### config.mk
export PLATFORM = sky130hd
export DESIGN_NAME = cnn_result_rx
export DESIGN_NICKNAME = d
export VERILOG_FILES = /design/src/rtl/cnn_pkg.sv /design/src/rtl/cnn_argmax_step.sv /design/src/rtl/cnn_result_rx.sv
export SDC_FILE = /design/constraint.sdc
export NUM_CORES = 1
export LEC_CHECK = 0
export ABC_AREA = 1
export ABC_CLOCK_PERIOD_IN_PS = 5200
export BUFFER_PORTS_ARGS = -buffer_cell sky130_fd_sc_hd__buf_4
export CORE_MARGIN = 2
export CORE_UTILIZATION = 60
export DETAILED_ROUTE_END_ITERATION = 8
export GPL_TIMING_DRIVEN = 0
export PLACE_DENSITY = 0.91
export SETUP_SLACK_MARGIN = 0.5
export SLEW_MARGIN = 10
export SYNTH_ARGS = -nofsm -noshare
export SYNTH_HDL_FRONTEND = slang
export SYNTH_HIERARCHICAL = 1
export SYNTH_SLANG_ARGS = --single-unit
### constraint.sdc
create_clock -name s00_axis_aclk -period 5.2 [get_ports s00_axis_aclk]
set_clock_uncertainty 0.15 [all_clocks]
set_input_delay 0.26 -clock s00_axis_aclk [delete_from_list [all_inputs] [get_ports s00_axis_aclk]]
set_output_delay 0.26 -clock s00_axis_aclk [all_outputs]
set_load 0.02 [all_outputs]
### src/rtl/cnn_pkg.sv
// Shared types and default parameters for the CNN result receiver.
package cnn_pkg;

    typedef enum logic {
        RECV = 1'b0,
        HOLD = 1'b1
    } state_t;

    localparam int NUM_CLASSES_DEF = 10;
    localparam int DATA_W_DEF      = 32;

endpackage

### src/rtl/cnn_argmax_step.sv
// One signed compare-and-select step of the running argmax.
module cnn_argmax_step #(
    parameter int DATA_W = 32,
    parameter int IDX_W  = 4
) (
    input  logic [DATA_W-1:0] cur_max,
    input  logic [IDX_W-1:0]  cur_idx,
    input  logic [DATA_W-1:0] new_val,
    input  logic [IDX_W-1:0]  new_idx,
    output logic [DATA_W-1:0] next_max,
    output logic [IDX_W-1:0]  next_idx
);

    logic w_take;

    // Strictly greater only, so ties keep the earlier (lower) index.
    assign w_take   = $signed(new_val) > $signed(cur_max);
    assign next_max = w_take ? new_val : cur_max;
    assign next_idx = w_take ? new_idx : cur_idx;

endmodule

### src/rtl/cnn_result_rx.sv
// Receives one frame of class scores over AXI-Stream and reports the argmax.
// Optional score read-back buffer is enabled by CNN_RESULT_RX_SCORE_BUF_EN.
//
// state | meaning
// RECV  | accepting score beats, tracking running maximum
// HOLD  | result presented, waiting for result_ready
module cnn_result_rx
    import cnn_pkg::*;
#(
    parameter int NUM_CLASSES = NUM_CLASSES_DEF,
    parameter int DATA_W      = DATA_W_DEF
) (
    input  logic                s00_axis_aclk,
    input  logic                s00_axis_aresetn,
    output logic                s00_axis_tready,
    input  logic [DATA_W-1:0]   s00_axis_tdata,
    input  logic [DATA_W/8-1:0] s00_axis_tstrb,
    input  logic                s00_axis_tlast,
    input  logic                s00_axis_tvalid,
    output logic                result_valid,
    input  logic                result_ready,
    output logic [3:0]          result_class,
    output logic [DATA_W-1:0]   result_score,
`ifdef CNN_RESULT_RX_SCORE_BUF_EN
    input  logic [3:0]          rd_addr,
    output logic [DATA_W-1:0]   rd_data,
`endif
    output logic                frame_err
);

    localparam logic [4:0] LP_NC   = 5'(NUM_CLASSES);
    localparam logic [4:0] LP_LAST = 5'(NUM_CLASSES - 1);

    state_t              r_state;
    state_t              w_next_state;
    logic [4:0]          r_cnt;
    logic [DATA_W-1:0]   r_max;
    logic [3:0]          r_idx;
    logic [3:0]          r_res_class;
    logic [DATA_W-1:0]   r_res_score;
    logic                r_err;

    logic                w_beat;
    logic                w_counted;
    logic                w_first;
    logic [DATA_W-1:0]   w_cur_max;
    logic [3:0]          w_cur_idx;
    logic [DATA_W-1:0]   w_next_max;
    logic [3:0]          w_next_idx;
    logic                w_unused;

    assign w_unused = ^s00_axis_tstrb;

    assign s00_axis_tready = (r_state == RECV) && s00_axis_aresetn;
    assign result_valid    = (r_state == HOLD);
    assign result_class    = r_res_class;
    assign result_score    = r_res_score;
    assign frame_err       = r_err;

    assign w_beat    = s00_axis_tvalid && s00_axis_tready;
    assign w_counted = w_beat && (r_cnt < LP_NC);
    assign w_first   = (r_cnt == 5'd0);

    // First beat compares against itself, which loads it unconditionally at index 0.
    assign w_cur_max = w_first ? s00_axis_tdata : r_max;
    assign w_cur_idx = w_first ? 4'd0 : r_idx;

    cnn_argmax_step #(
        .DATA_W (DATA_W),
        .IDX_W  (4)
    ) u_step (
        .cur_max  (w_cur_max),
        .cur_idx  (w_cur_idx),
        .new_val  (s00_axis_tdata),
        .new_idx  (r_cnt[3:0]),
        .next_max (w_next_max),
        .next_idx (w_next_idx)
    );

    always_ff @(posedge s00_axis_aclk) begin
        if (!s00_axis_aresetn) begin
            r_state <= RECV;
        end else begin
            r_state <= w_next_state;
        end
    end

    always_comb begin
        w_next_state = r_state;
        case (r_state)
            RECV: if (w_beat && s00_axis_tlast) w_next_state = HOLD;
            HOLD: if (result_ready)             w_next_state = RECV;
            default: w_next_state = RECV;
        endcase
    end

    always_ff @(posedge s00_axis_aclk) begin
        if (!s00_axis_aresetn) begin
            r_cnt       <= '0;
            r_max       <= '0;
            r_idx       <= '0;
            r_res_class <= '0;
            r_res_score <= '0;
            r_err       <= 1'b0;
        end else begin
            if (w_counted) begin
                r_cnt <= r_cnt + 5'd1;
                r_max <= w_next_max;
                r_idx <= w_next_idx;
            end
            if (w_beat && s00_axis_tlast) begin
                r_res_class <= w_counted ? w_next_idx : r_idx;
                r_res_score <= w_counted ? w_next_max : r_max;
                // Saturated counter makes any long frame land here too.
                r_err       <= (r_cnt != LP_LAST);
            end
            if (r_state == HOLD && result_ready) begin
                r_cnt <= '0;
            end
        end
    end

`ifdef CNN_RESULT_RX_SCORE_BUF_EN
    logic [DATA_W-1:0] r_buf [NUM_CLASSES];

    always_ff @(posedge s00_axis_aclk) begin
        if (w_counted) begin
            r_buf[r_cnt[3:0]] <= s00_axis_tdata;
        end
    end

    assign rd_data = ({1'b0, rd_addr} < LP_NC) ? r_buf[rd_addr] : '0;
`endif

endmodule

# Word level (Yosys, flattened, before mapping)
# Index checks and enable logic that the tools add are counted.
[totals]
register_bits = 79
latchBits = 0
ramBits = 0
rom_bits = 0
input_bits = 41
out_inout_bits = 39
word_cells = 29
memories = 0
[op_classes]
n_addsub = 1
n_mul = 0
div = 0
order_cmp = 2
n_eq_ne = 1
shift = 0
muxes = 9
bitwise_logic = 2
n_reduce_logical = 7
[op_table]
columns = ["cell", "count"]
rows = [
  ["32-bit two-way mux", 3],
  ["32-bit greater-than comparator", 1],
  ["4-bit two-way mux", 3],
  ["5-bit by 1-bit adder with 5-bit output (second input constant)", 1],
  ["1-bit logical AND", 5],
  ["5-bit zero test", 1],
  ["5-bit by 4-bit less-than comparator with 1-bit output (second input constant)", 1],
  ["5-bit by 4-bit != test with 1-bit output (second input constant)", 1],
  ["1-bit two-way mux", 2],
  ["1-bit NOT", 2],
  ["1-bit one-hot mux with 2 select lines", 1],
  ["2-bit OR reduction", 1],
]

# Longest topological paths before layout
[logic_depth]
depth_word = 6
depth_mapped = 27
depth_no_buf = 26

# Modules after synthesis
# The synthesis kept the hierarchy.
[modules_own_cells]
columns = ["mod", "instances", "cells_each", "area_each_um2", "seq_area_each_um2"]
rows = [
  ["cnn_result_rx", 1, 550, 3651.0, 1581.5],
  ["cnn_argmax_step", 1, 266, 1495.2, 0.0],
]

# Worst setup path before layout
# OpenSTA, ideal clock, no wires.
[synth_timing]
path_kind = "reg2reg"
startpoint = "register r_cnt[0]"
endpoint = "register r_res_score[10], in the netlist result_score[10]"
setup_time_ns = 0.109
arrival_ns = 2.853
required_time_ns = 4.941
slack_ns = 2.088
path_stages_with_launch = 23
path_buffers = 2
period_less_slack_ns = 3.112
cell_sequence = "dfxtp_1 inv_1 ha_1 nand3_1 clkbuf_1 nand2_1 nand2_1 inv_1 ha_1 a21oi_1 o21a_1 nand2_1 a21oi_2 nand2_2 nand2_4 nand3_4 buf_6 nand2_1 nand2_1 nand3_1 nand3_1 nand2_1 inv_1"
[synth_via]
elab_chain_cells = 5
word_cells_on_any_way = 7
classes_between = "order compare (2); mux (3); reduce/logical (2)"
[synth_rtl]
columns = ["item", "line_no", "text"]
rows = [
  ["start, declared", "cnn_result_rx.sv:36", "logic [4:0] r_cnt;"],
  ["start signal, assigned", "cnn_result_rx.sv:107", "r_cnt <= r_cnt + 5'd1;"],
  ["5-bit zero test", "cnn_result_rx.sv:62", "assign w_first = (r_cnt == 5'd0);"],
  ["32-bit two-way mux", "cnn_result_rx.sv:65", "assign w_cur_max = w_first ? s00_axis_tdata : r_max;"],
  ["named net w_cur_max[23]", "cnn_result_rx.sv:46", "logic [DATA_W-1:0] w_cur_max;"],
  ["32-bit greater-than comparator", "cnn_argmax_step.sv:17", "assign w_take = $signed(new_val) > $signed(cur_max);"],
  ["32-bit two-way mux", "cnn_argmax_step.sv:18", "assign next_max = w_take ? new_val : cur_max;"],
  ["named net w_next_max[10]", "cnn_result_rx.sv:48", "logic [DATA_W-1:0] w_next_max;"],
  ["32-bit two-way mux", "n/a", ""],
  ["end signal, assigned", "cnn_result_rx.sv:113", "r_res_score <= w_counted ? w_next_max : r_max;"],
  ["end, declared", "cnn_result_rx.sv:40", "logic [DATA_W-1:0] r_res_score;"],
]
# The timed path passes the listed nets, and every way through them passes these cells.
# A chain may end at the register's enable or synchronous reset.

# Final worst setup path
[layout_timing]
startpoint = "register r_cnt[0]"
endpoint = "register r_res_score[12], in the netlist result_score[12]"
# Same word-level chain as after synthesis.

==> results.ini <==
[clock_tree]
ctsHoldBuffers=0
clock_latency_ns=0.36
cts.sinks=79
cts.path.max_buffers=2
cts_tree=done
path_clk_slew_ns=0.09
cts_resized=0
cts_buffers=9
htreeDepth=3
postCtsSetupRepairBufs=0
root_buffer=clkbuf_8

[synthesis]
synth-main-ff-cell=dfxtp_1
synth.net_count=892
synth_top_area_cell=dfxtp_1
synth_cell_types=25
ys_seq_area_share_pct=30.7
ys_warn_count=6
synth_area_per_cell_um2=6.31
syn_inst=816
synthArstFlopShare_pct=0
synth_edf_count=0
synthTopCellsByArea=dfxtp_1 (31%), nand2_1 (21%), inv_1 (9.2%)
synth_top_area_share_pct=30.7
netlist_area_um2=5150
synth-seq-cells=79

[drt]
drc=0
dr.pass1.iters=5
postRouteAntennaNets=0
drtIter0Drc=319
via_per_inst=5.32
via_count=5381
wl_per_cell_um=12.6
wirelength_um=12800

[timing]
hold_violations=0
worst_pin_slew_ns=0.551
finalSetupTns_ns=0
fmax_mhz=266
drv_slew=0
post-route-period-util_pct=72.4
slew_headroom_pct=63.3
period_needed_ns=3.76
rsz0062_at_grt=false
report.final.setup_viol=0

[finish]
multi_input_comb_area_um2=2820
seq_area_um2=1580
fillers=692
layout-drive-gt1-share_pct=15.5
diodes=0
final_net_count=978
area_growth_pct=17.7
fin_util_pct=73.4

[floorplanning]
fp.coreArea_um2=8260
die_x_um=96.6
start_util_pct=62.3
die_h_um=96.6
die-area_um2=9330
rows=33
pin_count=80

[critical_path]
critPathBufInv=5
critPathMaxFanout=10
max_stage_delay_ns=0.43
cpMostUsedCell=nand2_1
crit_path_end_kind=flip-flop
path_cells=inv_1 > ha_1 > nand3_1 > clkbuf_1 > nand2_1 > nand2_1 > inv_1 > ha_1 > a21oi_1 > o21ai_0 > nand2_1 > nand2_1 > a21oi_2 > nand2_2 > nand2_4 > nand3_4 > buf_6 > nand2_1 > nand2_1 > nand3_1 > nand3_1 > nand2_1 > inv_1
crit_family=simple AND/OR/NAND/NOR gates
crit_slowest_cell=clkbuf_1
cp_data_required_time_ns=5.32
cp_data_arrival_time_ns=3.88
cp-start-kind=flip-flop
crit_type=reg2reg

[global_route]
antenna_found_initial=0
grt_max_degree=15
grtUsageTotal_pct=27.0
grt_pass1_vias=4798
grt_pass1_wl_um=21400
grt_overflow=0

[flow_run]
maxCapViolCount=0

[place]
dpl.hpwl_um=9070
io_buffers=75
gp_congestion=0.885

[min_path]
hp-class=in2reg

[power_and_ir_drop]
p_per_area_nw_per_um2=294
leakage_uw=0.00317
peakVddDrop_mv=0.200

[outcome]
status=complete, no violations

==> layout by cell type, fill, tap and decap left out <==
cell type,n
nand2_1,285
inv_1,126
a21oi_1,89
buf_4,80
dfxtp_1,79
nand3_1,77
nand4_1,38
ha_1,35
buf_2,21
nor2_1,16
clkbuf_1,12
clkbuf_8,9
nand2_2,6
buf_6,6
o21ai_0,4
inv_2,3
nor2_2,2
nor2_4,2
clkinv_2,2
inv_6,2
bufinv_16,2
o21a_1,2
nand3_4,2
buf_1,1
or2_2,1
xor2_1,1
clkinvlp_4,1
a21o_1,1
a21oi_2,1
nand2_4,1
==> registers in the layout, summed over array words and instances (netlist names) <==
register and flops:
r_idx 4, r_cnt 5, result_class 4, result_valid 1, result_score 32, r_max 32
frame_err 1
==> cells by family (layout without fill, tap and decap cells) <==
kind of cell | count (synthesis) | in the layout | share of synthesized area [%]
fa+ha+maj | 35 | 35 | 8.51
buf+inv | 174 | 265 | 14.4
compound gates | 97 | 97 | 9.65
flops | 79 | 79 | 30.7
xor+xnor | 1 | 1 | 0.170
simple gates | 430 | 430 | 36.5
==> cell usage after synthesis (3+ instances only) <==
cell / instances
a21oi_1: 89
buf_2: 21
buf_4: 5
buf_6: 6
clkbuf_1: 12
dfxtp_1: 79
ha_1: 35
inv_1: 126
inv_2: 3
nand2_1: 285
nand2_2: 6
nand3_1: 77
nand4_1: 38
nor2_1: 16
o21ai_0: 4
==> path summary, 6_finish.rpt <==
kind	slack, ns	endpoint	start	depth (start not counted)
min reg2reg	0.34	r_max[24]	r_max[24]	2
min	0.04	result_valid	result_ready	3
max reg2reg	1.44	result_score[12]	r_cnt[0]	23
max	1.44	result_score[12]	r_cnt[0]	23
==> worst reg2reg max path, cell delays in order (launching register included) <==
cell and delay [ns]:
dfxtp_1 0.41, inv_1 0.10, ha_1 0.20, nand3_1 0.22, clkbuf_1 0.43, nand2_1 0.09
nand2_1 0.10, inv_1 0.05, ha_1 0.30, a21oi_1 0.14, o21ai_0 0.10, nand2_1 0.06
nand2_1 0.08, a21oi_2 0.21, nand2_2 0.10, nand2_4 0.14, nand3_4 0.16, buf_6 0.19
nand2_1 0.06, nand2_1 0.05, nand3_1 0.09, nand3_1 0.11, nand2_1 0.08, inv_1 0.04
==> layer usage <==
| layer | share of wire (%) | global-route usage (%) | vias up |
|---|---|---|---|
| met2 | 47 | 44.6 | 242 |
| met3 | 8.7 | 5.71 | 18 |
| met4 | 0.88 | 7.26 | 0 |
| li1 | - | - | 2758 |
| met5 | 0 | 0 | - |
| met1 | 44 | 36.0 | 2363 |
==> area by class of cell <==
cell class / count / share of cell area, %
multi-input combinational: 563 / 46.6
inverter: 129 / 7.99
sequential: 79 / 26.1
timing repair buffer: 75 / 9.29
clock buffer: 9 / 2.04
buffer: 45 / 4.27
tap: 105 / 2.17
clock inverter: 7 / 1.57
==> report_power, final <==
part           internal, µW  total [µW]  switching, µW
Combinational           223         602            379
Sequential              643         663           20.1
Clock                   272         519            247
==> metrics by stage <==
stage               cells  worst slack (ns)  instance area (µm²)  hold slack [ns]  total power (µW)
finish               1012              1.44                 6060           0.0362              1780
CTS                  1012              1.49                 6060           0.0383              1780
global placement      996              1.55                 5840            0.308              1250
detailed placement    996              1.52                 5840            0.319              1260
global route         1012              1.09                 6060           0.0480              1890
floorplan             816              2.09                 5150            0.291              1110
Note: power is estimated with default switching activity, not from simulation.
